<file path="config.mk">
export PLATFORM = sky130hd
export DESIGN_NAME = switch_debounce
export DESIGN_NICKNAME = d
export VERILOG_FILES = /design/src/rtl/switch_debounce.sv
export SDC_FILE = /design/constraint.sdc
export NUM_CORES = 1
export LEC_CHECK = 0
export ABC_AREA = 1
export CAP_MARGIN = 20
export CORE_ASPECT_RATIO = 0.75
export CORE_MARGIN = 2
export CORE_UTILIZATION = 54
export CTS_CLUSTER_SIZE = 14
export DETAILED_ROUTE_END_ITERATION = 8
export PLACE_DENSITY = 0.72
export SYNTH_ARGS = -nofsm -noshare
export SYNTH_HDL_FRONTEND = slang
export SYNTH_HIERARCHICAL = 1
export SYNTH_SLANG_ARGS = --single-unit
export TNS_END_PERCENT = 1
</file>
<file path="constraint.sdc">
create_clock -name i_Clk -period 4.5 [get_ports i_Clk]
set_clock_uncertainty 0.2 [all_clocks]
set_input_delay 0.9 -clock i_Clk [delete_from_list [all_inputs] [get_ports i_Clk]]
set_output_delay 0.9 -clock i_Clk [all_outputs]
set_load 0.01 [all_outputs]
</file>
<file path="src/rtl/switch_debounce.sv">
// Four-channel push-switch debouncer: per channel a 2-flop synchronizer, a
// stability counter, and registered level / press / release / toggle outputs.

module switch_debounce_channel #(
   parameter int DEBOUNCE_LIMIT = 250000
) (
   input  logic clk,
   input  logic rst,
   input  logic pin,
   output logic level,
   output logic press,
   output logic rel,
   output logic toggle
);

   localparam int CW = $clog2(DEBOUNCE_LIMIT);
   localparam logic [CW-1:0] LAST = CW'(DEBOUNCE_LIMIT - 1);

   logic          sync1;
   logic          sync2;
   logic          state;
   logic [CW-1:0] count;

   always_ff @(posedge clk or posedge rst) begin
      if (rst) begin
         sync1 <= 1'b0;
         sync2 <= 1'b0;
      end else begin
         sync1 <= pin;
         sync2 <= sync1;
      end
   end

   // Any single cycle of agreement restarts the count, so short bounces never qualify.
   always_ff @(posedge clk or posedge rst) begin
      if (rst) begin
         state  <= 1'b0;
         count  <= '0;
         press  <= 1'b0;
         rel    <= 1'b0;
         toggle <= 1'b0;
      end else begin
         press <= 1'b0;
         rel   <= 1'b0;
         if (sync2 == state) begin
            count <= '0;
         end else if (count != LAST) begin
            count <= count + 1'b1;
         end else begin
            state <= sync2;
            count <= '0;
            press <= sync2;
            rel   <= ~sync2;
            if (sync2) begin
               toggle <= ~toggle;
            end
         end
      end
   end

   assign level = state;

endmodule

module switch_debounce #(
   parameter int DEBOUNCE_LIMIT = 250000
) (
   input  logic i_Clk,
   input  logic i_Rst,
   input  logic i_Switch_1,
   input  logic i_Switch_2,
   input  logic i_Switch_3,
   input  logic i_Switch_4,
   output logic o_Switch_1,
   output logic o_Switch_2,
   output logic o_Switch_3,
   output logic o_Switch_4,
   output logic o_Press_1,
   output logic o_Press_2,
   output logic o_Press_3,
   output logic o_Press_4,
   output logic o_Release_1,
   output logic o_Release_2,
   output logic o_Release_3,
   output logic o_Release_4,
   output logic o_Toggle_1,
   output logic o_Toggle_2,
   output logic o_Toggle_3,
   output logic o_Toggle_4
);

   logic [3:0] pins;
   logic [3:0] level;
   logic [3:0] press;
   logic [3:0] rel;
   logic [3:0] toggle;

   assign pins = {i_Switch_4, i_Switch_3, i_Switch_2, i_Switch_1};

   // Channels share nothing but clock and reset.
   for (genvar g = 0; g < 4; g++) begin : g_ch
      switch_debounce_channel #(
         .DEBOUNCE_LIMIT(DEBOUNCE_LIMIT)
      ) u_ch (
         .clk    (i_Clk),
         .rst    (i_Rst),
         .pin    (pins[g]),
         .level  (level[g]),
         .press  (press[g]),
         .rel    (rel[g]),
         .toggle (toggle[g])
      );
   end

   assign o_Switch_1  = level[0];
   assign o_Switch_2  = level[1];
   assign o_Switch_3  = level[2];
   assign o_Switch_4  = level[3];
   assign o_Press_1   = press[0];
   assign o_Press_2   = press[1];
   assign o_Press_3   = press[2];
   assign o_Press_4   = press[3];
   assign o_Release_1 = rel[0];
   assign o_Release_2 = rel[1];
   assign o_Release_3 = rel[2];
   assign o_Release_4 = rel[3];
   assign o_Toggle_1  = toggle[0];
   assign o_Toggle_2  = toggle[1];
   assign o_Toggle_3  = toggle[2];
   assign o_Toggle_4  = toggle[3];

endmodule

</file>
==> impl_metrics.py, run 1 <==
metrics = {
    "status": {
        "status": "complete, no violations",
    },
    "timing": {
        "hold_viol_final": 0,
        "fin_ws_ps": 2030,
        "slew_headroom_pct": 40.1,
        "fin_crit_sh_pct": 55.0,
        "setup-violations-final": 0,
        "rsz0062_at_grt": "false",
        "fin_crit_ps": 2470,
        "fmax_ghz": 0.404,
        "report.final.slew_viol_count": 0,
        "tightest_slew_ps": 897,
        "fin_setup_tns_ps": 0,
    },
    "place": {
        "portBuffers": 21,
        "placed_cell_area_mm2": 0.00562,
        "dp_slack_ps": 2110,
        "dpl.cell_count": 745,
        "finalWeightedCongestion": 0.915,
        "hpwl_um": 7010,
    },
    "logic_synthesis": {
        "synth_top_area_share_pct": 45.8,
        "synth_cells": 592,
        "synth_simple_gate_area_share_pct": 38.2,
        "ys_ff_latch": 96,
        "syn_area_per_cell_um2": 8.86,
        "synth_xor_area_share_pct": 6.01,
        "ys_types": 28,
        "ys_seq_area_share_pct": 45.8,
        "synth_fp_nets": 602,
        "yosys-mux-area-fraction_pct": 0,
        "synth_warnings": 6,
        "synth_compound_area_share_pct": 4.77,
        "synth_area_leaders": "dfrtp_1 46%, nor2_1 8.0%, nand2_1 7.2%",
        "synthAdderAreaFrac_pct": 0.954,
        "yosysTopAreaCell": "dfrtp_1",
        "syn_area_mm2": 0.00525,
        "synth_top_family_by_area": "simple AND/OR/NAND/NOR gates",
    },
    "cells_and_area": {
        "final_cell_mix": "112 x nor2_1, 100 x nand2_1, 96 x dfrtp_1, 48 x inv_1, 40 x nor2_2",
        "fin_area_mm2": 0.00593,
        "fin_nets": 634,
        "fin_cells": 761,
        "n_fill_cell": 845,
        "regArea_mm2": 0.00240,
        "n_antenna_cell": 0,
        "drive_gt1_share_pct": 23.5,
        "final_common_cell": "nor2_1",
        "multi_input_area_mm2": 0.00262,
        "area_growth_pct": 13.1,
    },
    "power": {
        "p_total_mw": 1.74,
        "peakVddDrop_mv": 0.211,
        "p_per_area_mw_per_mm2": 294,
        "p_leak_nw": 2.44,
    },
    "setup_path": {
        "crit_slowest_cell": "clkdlybuf4s50_1",
        "r2r_start": "g_ch[0].u_ch/count[0]$_DFF_PP0_",
        "crit_type": "reg2out",
        "endpoint": "o_Switch_3",
        "cp.depth": 1,
        "crit_arrival_ps": 1370,
        "cp_max_fo": 4,
        "cp_top_family": "buffers and inverters",
        "r2r_cells": 6,
        "path_buf_inv": 1,
        "crit_path_end_kind": "primary output",
        "max_stage_delay_ps": 580,
        "r2r_slack_ps": 2830,
        "reg2reg_to": "g_ch[0].u_ch/count[12]$_DFF_PP0_",
        "crit_path_start_kind": "flop",
        "crit_chain": "clkdlybuf4s50_1",
        "cp.required_ps": 3400,
        "startpoint": "g_ch[2].u_ch/level$_DFFE_PP0P_",
    },
    "worst_hold_path": {
        "hold_class": "reg2reg",
        "min_path_cells": 0,
    },
    "cts": {
        "clock_latency_ps": 340,
        "clockBufferDepth": 2,
        "cts_root_buffer": "clkbuf_16",
        "holdBufCountCts": 0,
        "clock_sinks": 96,
        "htreeDepth": 3,
        "cts_tree": "done",
        "numCtsBuffers": 9,
        "cts_resized": 0,
        "cts_setup_buffers": 0,
        "clk_pin_slew_ps": 70,
    },
    "flow_run": {
        "cap_violations": 0,
    },
    "global_routing": {
        "grt_pass1_wl_um": 16800,
        "grt_usage_pct": 20.0,
        "antenna_found_initial": 0,
        "grt.overflow.total": 0,
        "grt_max_degree": 25,
        "grt_pass1_vias": 3593,
    },
    "detailed_routing": {
        "wirelength_um": 9450,
        "ant_nets": 0,
        "wl_per_cell_um": 12.4,
        "viasPerCell": 4.90,
        "drcViolationCount": 0,
        "drt_iter0_drc": 229,
        "drt_pass1_iterations": 4,
        "vias": 3730,
    },
    "floorplanning": {
        "io_pins": 22,
        "coreArea_mm2": 0.00954,
        "start_util_pct": 55.0,
        "fp-row-count": 31,
        "fp.dieW_um": 118,
        "dieArea_mm2": 0.0105,
        "die_h_um": 89.4,
    },
}
-- power breakdown --
part | leakage, nW | total (mW) | internal, mW | switching [mW]
Clock | 0.150 | 0.790 | 0.453 | 0.337
Sequential | 1.31 | 0.888 | 0.875 | 0.0130
Combinational | 0.982 | 0.0663 | 0.0188 | 0.0475
-- how the worst min path moves through the flow --
stage                                            start                           end  slack [ps]
after floorplan           g_ch[0].u_ch/sync1$_DFF_PP0_  g_ch[0].u_ch/sync2$_DFF_PP0_         130
after global placement    g_ch[2].u_ch/sync1$_DFF_PP0_  g_ch[2].u_ch/sync2$_DFF_PP0_         130
after detailed placement  g_ch[1].u_ch/sync1$_DFF_PP0_  g_ch[1].u_ch/sync2$_DFF_PP0_         140
after CTS                 g_ch[2].u_ch/sync1$_DFF_PP0_  g_ch[2].u_ch/sync2$_DFF_PP0_         160
after global routing      g_ch[2].u_ch/sync1$_DFF_PP0_  g_ch[2].u_ch/sync2$_DFF_PP0_         180
final                     g_ch[1].u_ch/sync1$_DFF_PP0_  g_ch[1].u_ch/sync2$_DFF_PP0_         160
-- area by class of cell --
cell class,instances,share of cell area (%)
repair buffers,21,3.54
clock buffers,10,4.03
flip-flops and latches,96,40.5
well taps,132,2.78
inverters,60,3.80
multi-input cells,436,44.1
clock inverters,6,1.22
-- registers in the layout (all words and copies together) (netlist names) --
| register | count |
|---|---|
| g_ch.u_ch/sync1 | 4 |
| g_ch.u_ch/level | 4 |
| g_ch.u_ch/count | 72 |
| g_ch.u_ch/toggle | 4 |
| g_ch.u_ch/sync2 | 4 |
| g_ch.u_ch/press | 4 |
| g_ch.u_ch/rel | 4 |
-- logic make-up (layout without fill, tap and decap cells) --
family | Yosys count | count (layout)
and+or+nand+nor | 368 | 368
DFF | 96 | 96
buffers and inverters | 60 | 97
xor gates and xnor gates | 36 | 36
AOI/OAI and AO/OA | 28 | 28
adders and majority gates | 4 | 4
-- Yosys cell counts, drive strengths merged --
library cell,number
nand3,28
nor3,12
o21ai,8
nand4,8
nor3b,4
and2,4
clkinv,4
dfrtp,96
xor2,28
o21bai,8
inv,56
nor2,180
ha,4
xnor2,8
nand2,124
nand3b,8
a21oi,12
-- layer usage --
| layer | vias to the layer above | global-route usage [%] | part of all wire, % | routed length (µm) |
|---|---|---|---|---|
| li1 | 1918 | - | - | - |
| met4 | 0 | 7.34 | 1.6 | 154 |
| met2 | 54 | 32.5 | 45 | 4270 |
| met1 | 1743 | 27.0 | 50 | 4750 |
| met5 | - | 0 | 0 | 0 |
| met3 | 15 | 4.34 | 2.9 | 270 |
-- per-stage QoR --
step                      util (%)  hold WS (ps)
after floorplan                  -           131
after global routing          62.2           178
after CTS                     62.2           162
after global placement        58.9           134
after detailed placement      58.9           136
final                         62.2           160
No activity file was read; power rests on OpenSTA's default activity.
==> run 2, diff against run 1 <==
==> constraint.sdc (replaced) <==
create_clock -name i_Clk -period 2.3 [get_ports i_Clk]
set_clock_uncertainty 0.2 [all_clocks]
set_input_delay 0.46 -clock i_Clk [delete_from_list [all_inputs] [get_ports i_Clk]]
set_output_delay 0.46 -clock i_Clk [all_outputs]
set_load 0.01 [all_outputs]
==> impl_metrics.py, run 2 (synthesis gave the netlist of run 1 again) <==
metrics = {
    "status": {
        "status": "complete, no violations",
    },
    "cells_and_area": {
        "final_common_cell": "nor2_1",
        "largest_reg_flops": 72,
        "n_fill_cell": 819,
        "regArea_mm2": 0.00240,
        "n_antenna_cell": 0,
        "multi_input_area_mm2": 0.00262,
        "final_cell_mix": "112 x nor2_1, 100 x nand2_1, 96 x dfrtp_1, 48 x inv_1, 40 x nor2_2",
        "top_register": "g_ch.u_ch/count",
        "drive_gt1_share_pct": 23.7,
        "area_growth_pct": 13.4,
        "fin_util_pct": 62.3,
        "fin_nets": 638,
    },
    "detailed_routing": {
        "vias": 3746,
        "drcViolationCount": 0,
        "drt_pass1_iterations": 5,
        "viasPerCell": 4.90,
        "wirelength_um": 9080,
        "drt_iter0_drc": 184,
        "wl_per_cell_um": 11.9,
        "ant_nets": 0,
    },
    "cts": {
        "holdBufCountCts": 0,
        "clock_sinks": 96,
        "clk_pin_slew_ps": 70,
        "cts_tree": "done",
        "cts_setup_buffers": 0,
        "clock_latency_ps": 340,
        "htreeDepth": 3,
        "numCtsBuffers": 9,
        "cts_resized": 0,
        "clockBufferDepth": 2,
        "cts_root_buffer": "clkbuf_16",
    },
    "timing": {
        "tightest_slew_ps": 359,
        "slew_headroom_pct": 76.0,
        "fin_ws_ps": 299,
        "rsz0062_at_grt": "false",
        "report.final.slew_viol_count": 0,
        "fmax_ghz": 0.500,
        "fin_crit_sh_pct": 87.0,
        "holdWs_ps": 147,
        "fin_crit_ps": 2000,
        "fin_setup_tns_ps": 0,
        "hold_viol_final": 0,
        "setup-violations-final": 0,
    },
    "setup_path": {
        "reg2reg_to": "g_ch[1].u_ch/count[12]$_DFF_PP0_",
        "crit_slowest_cell": "clkdlybuf4s50_1",
        "startpoint": "g_ch[1].u_ch/level$_DFFE_PP0P_",
        "crit_path_end_kind": "primary output",
        "path_buf_inv": 1,
        "cp.depth": 1,
        "crit_type": "reg2out",
        "cp_top_family": "buffers and inverters",
        "r2r_slack_ps": 650,
        "r2r_start": "g_ch[1].u_ch/count[0]$_DFF_PP0_",
        "crit_chain": "clkdlybuf4s50_1",
        "max_stage_delay_ps": 570,
        "cp_max_fo": 4,
        "cp.required_ps": 1640,
        "endpoint": "o_Switch_2",
        "r2r_cells": 6,
        "crit_path_start_kind": "flop",
        "crit_arrival_ps": 1340,
    },
    "floorplanning": {
        "die_h_um": 89.4,
        "fp-row-count": 31,
        "dieArea_mm2": 0.0105,
        "start_util_pct": 55.0,
        "coreArea_mm2": 0.00954,
        "fp.dieW_um": 118,
        "io_pins": 22,
    },
    "global_routing": {
        "grt_pass1_vias": 3493,
        "grt_max_degree": 25,
        "grt.overflow.total": 0,
        "grt_pass1_wl_um": 16300,
        "grt_usage_pct": 19.4,
        "antenna_found_initial": 0,
    },
    "place": {
        "portBuffers": 21,
        "finalWeightedCongestion": 0.845,
        "dp_slack_ps": 654,
        "hpwl_um": 6890,
    },
    "power": {
        "p_total_mw": 3.36,
        "peakVddDrop_mv": 0.379,
        "p_per_area_mw_per_mm2": 564,
        "p_leak_nw": 2.46,
    },
    "flow_run": {
        "cap_violations": 0,
    },
    "worst_hold_path": {
        "hold_class": "reg2reg",
    },
}
run 2: changes by cell type in the layout (fill, tap and decap cells not counted):
cell      change
clkbuf_1      +1
clkinv_4      +1
inv_6         -3
buf_4         +4
run 2: area by class of cell:
class / count / area share (%)
Tap cell: 132 / 2.78
Clock inverter: 4 / 0.926
Timing Repair Buffer: 25 / 4.04
Multi-Input combinational cell: 436 / 44.0
Clock buffer: 11 / 4.08
Inverter: 60 / 3.79
Sequential cell: 96 / 40.4
run 2: layer usage:
layer  track usage (%)  vias up  wire length [µm]  part of all wire, %
met3              4.08       10               341                  3.8
met4              5.26        0                92                  1.0
li1                  -     1924                 -                    -
met1              27.8     1756              4620                   51
met5                 0        -                 0                    0
met2              30.1       56              4020                   44
run 2: how the worst min path moves through the flow:
stage	start	endpoint	slack (ps)	depth (start not counted)
floorplan	g_ch[0].u_ch/sync1$_DFF_PP0_	g_ch[0].u_ch/sync2$_DFF_PP0_	130	0
global placement	g_ch[0].u_ch/sync1$_DFF_PP0_	g_ch[0].u_ch/sync2$_DFF_PP0_	130	0
detailed placement	g_ch[0].u_ch/sync1$_DFF_PP0_	g_ch[0].u_ch/sync2$_DFF_PP0_	130	0
CTS	g_ch[0].u_ch/sync1$_DFF_PP0_	g_ch[0].u_ch/sync2$_DFF_PP0_	150	0
global route	g_ch[0].u_ch/sync1$_DFF_PP0_	g_ch[0].u_ch/sync2$_DFF_PP0_	150	0
finish	g_ch[0].u_ch/sync1$_DFF_PP0_	g_ch[0].u_ch/sync2$_DFF_PP0_	150	0
run 2: power breakdown:
part	total [mW]	switching [mW]	internal, mW
clock network	1.48	0.613	0.870
registers	1.74	0.0245	1.71
logic	0.135	0.0937	0.0415
total	3.36	0.731	2.62
run 2: stage by stage:
step | area (µm²) | cells
floorplan | 5250 | 592
global placement | 5650 | 749
detailed placement | 5650 | 749
CTS | 5950 | 764
global route | 5950 | 764
finish | 5950 | 764
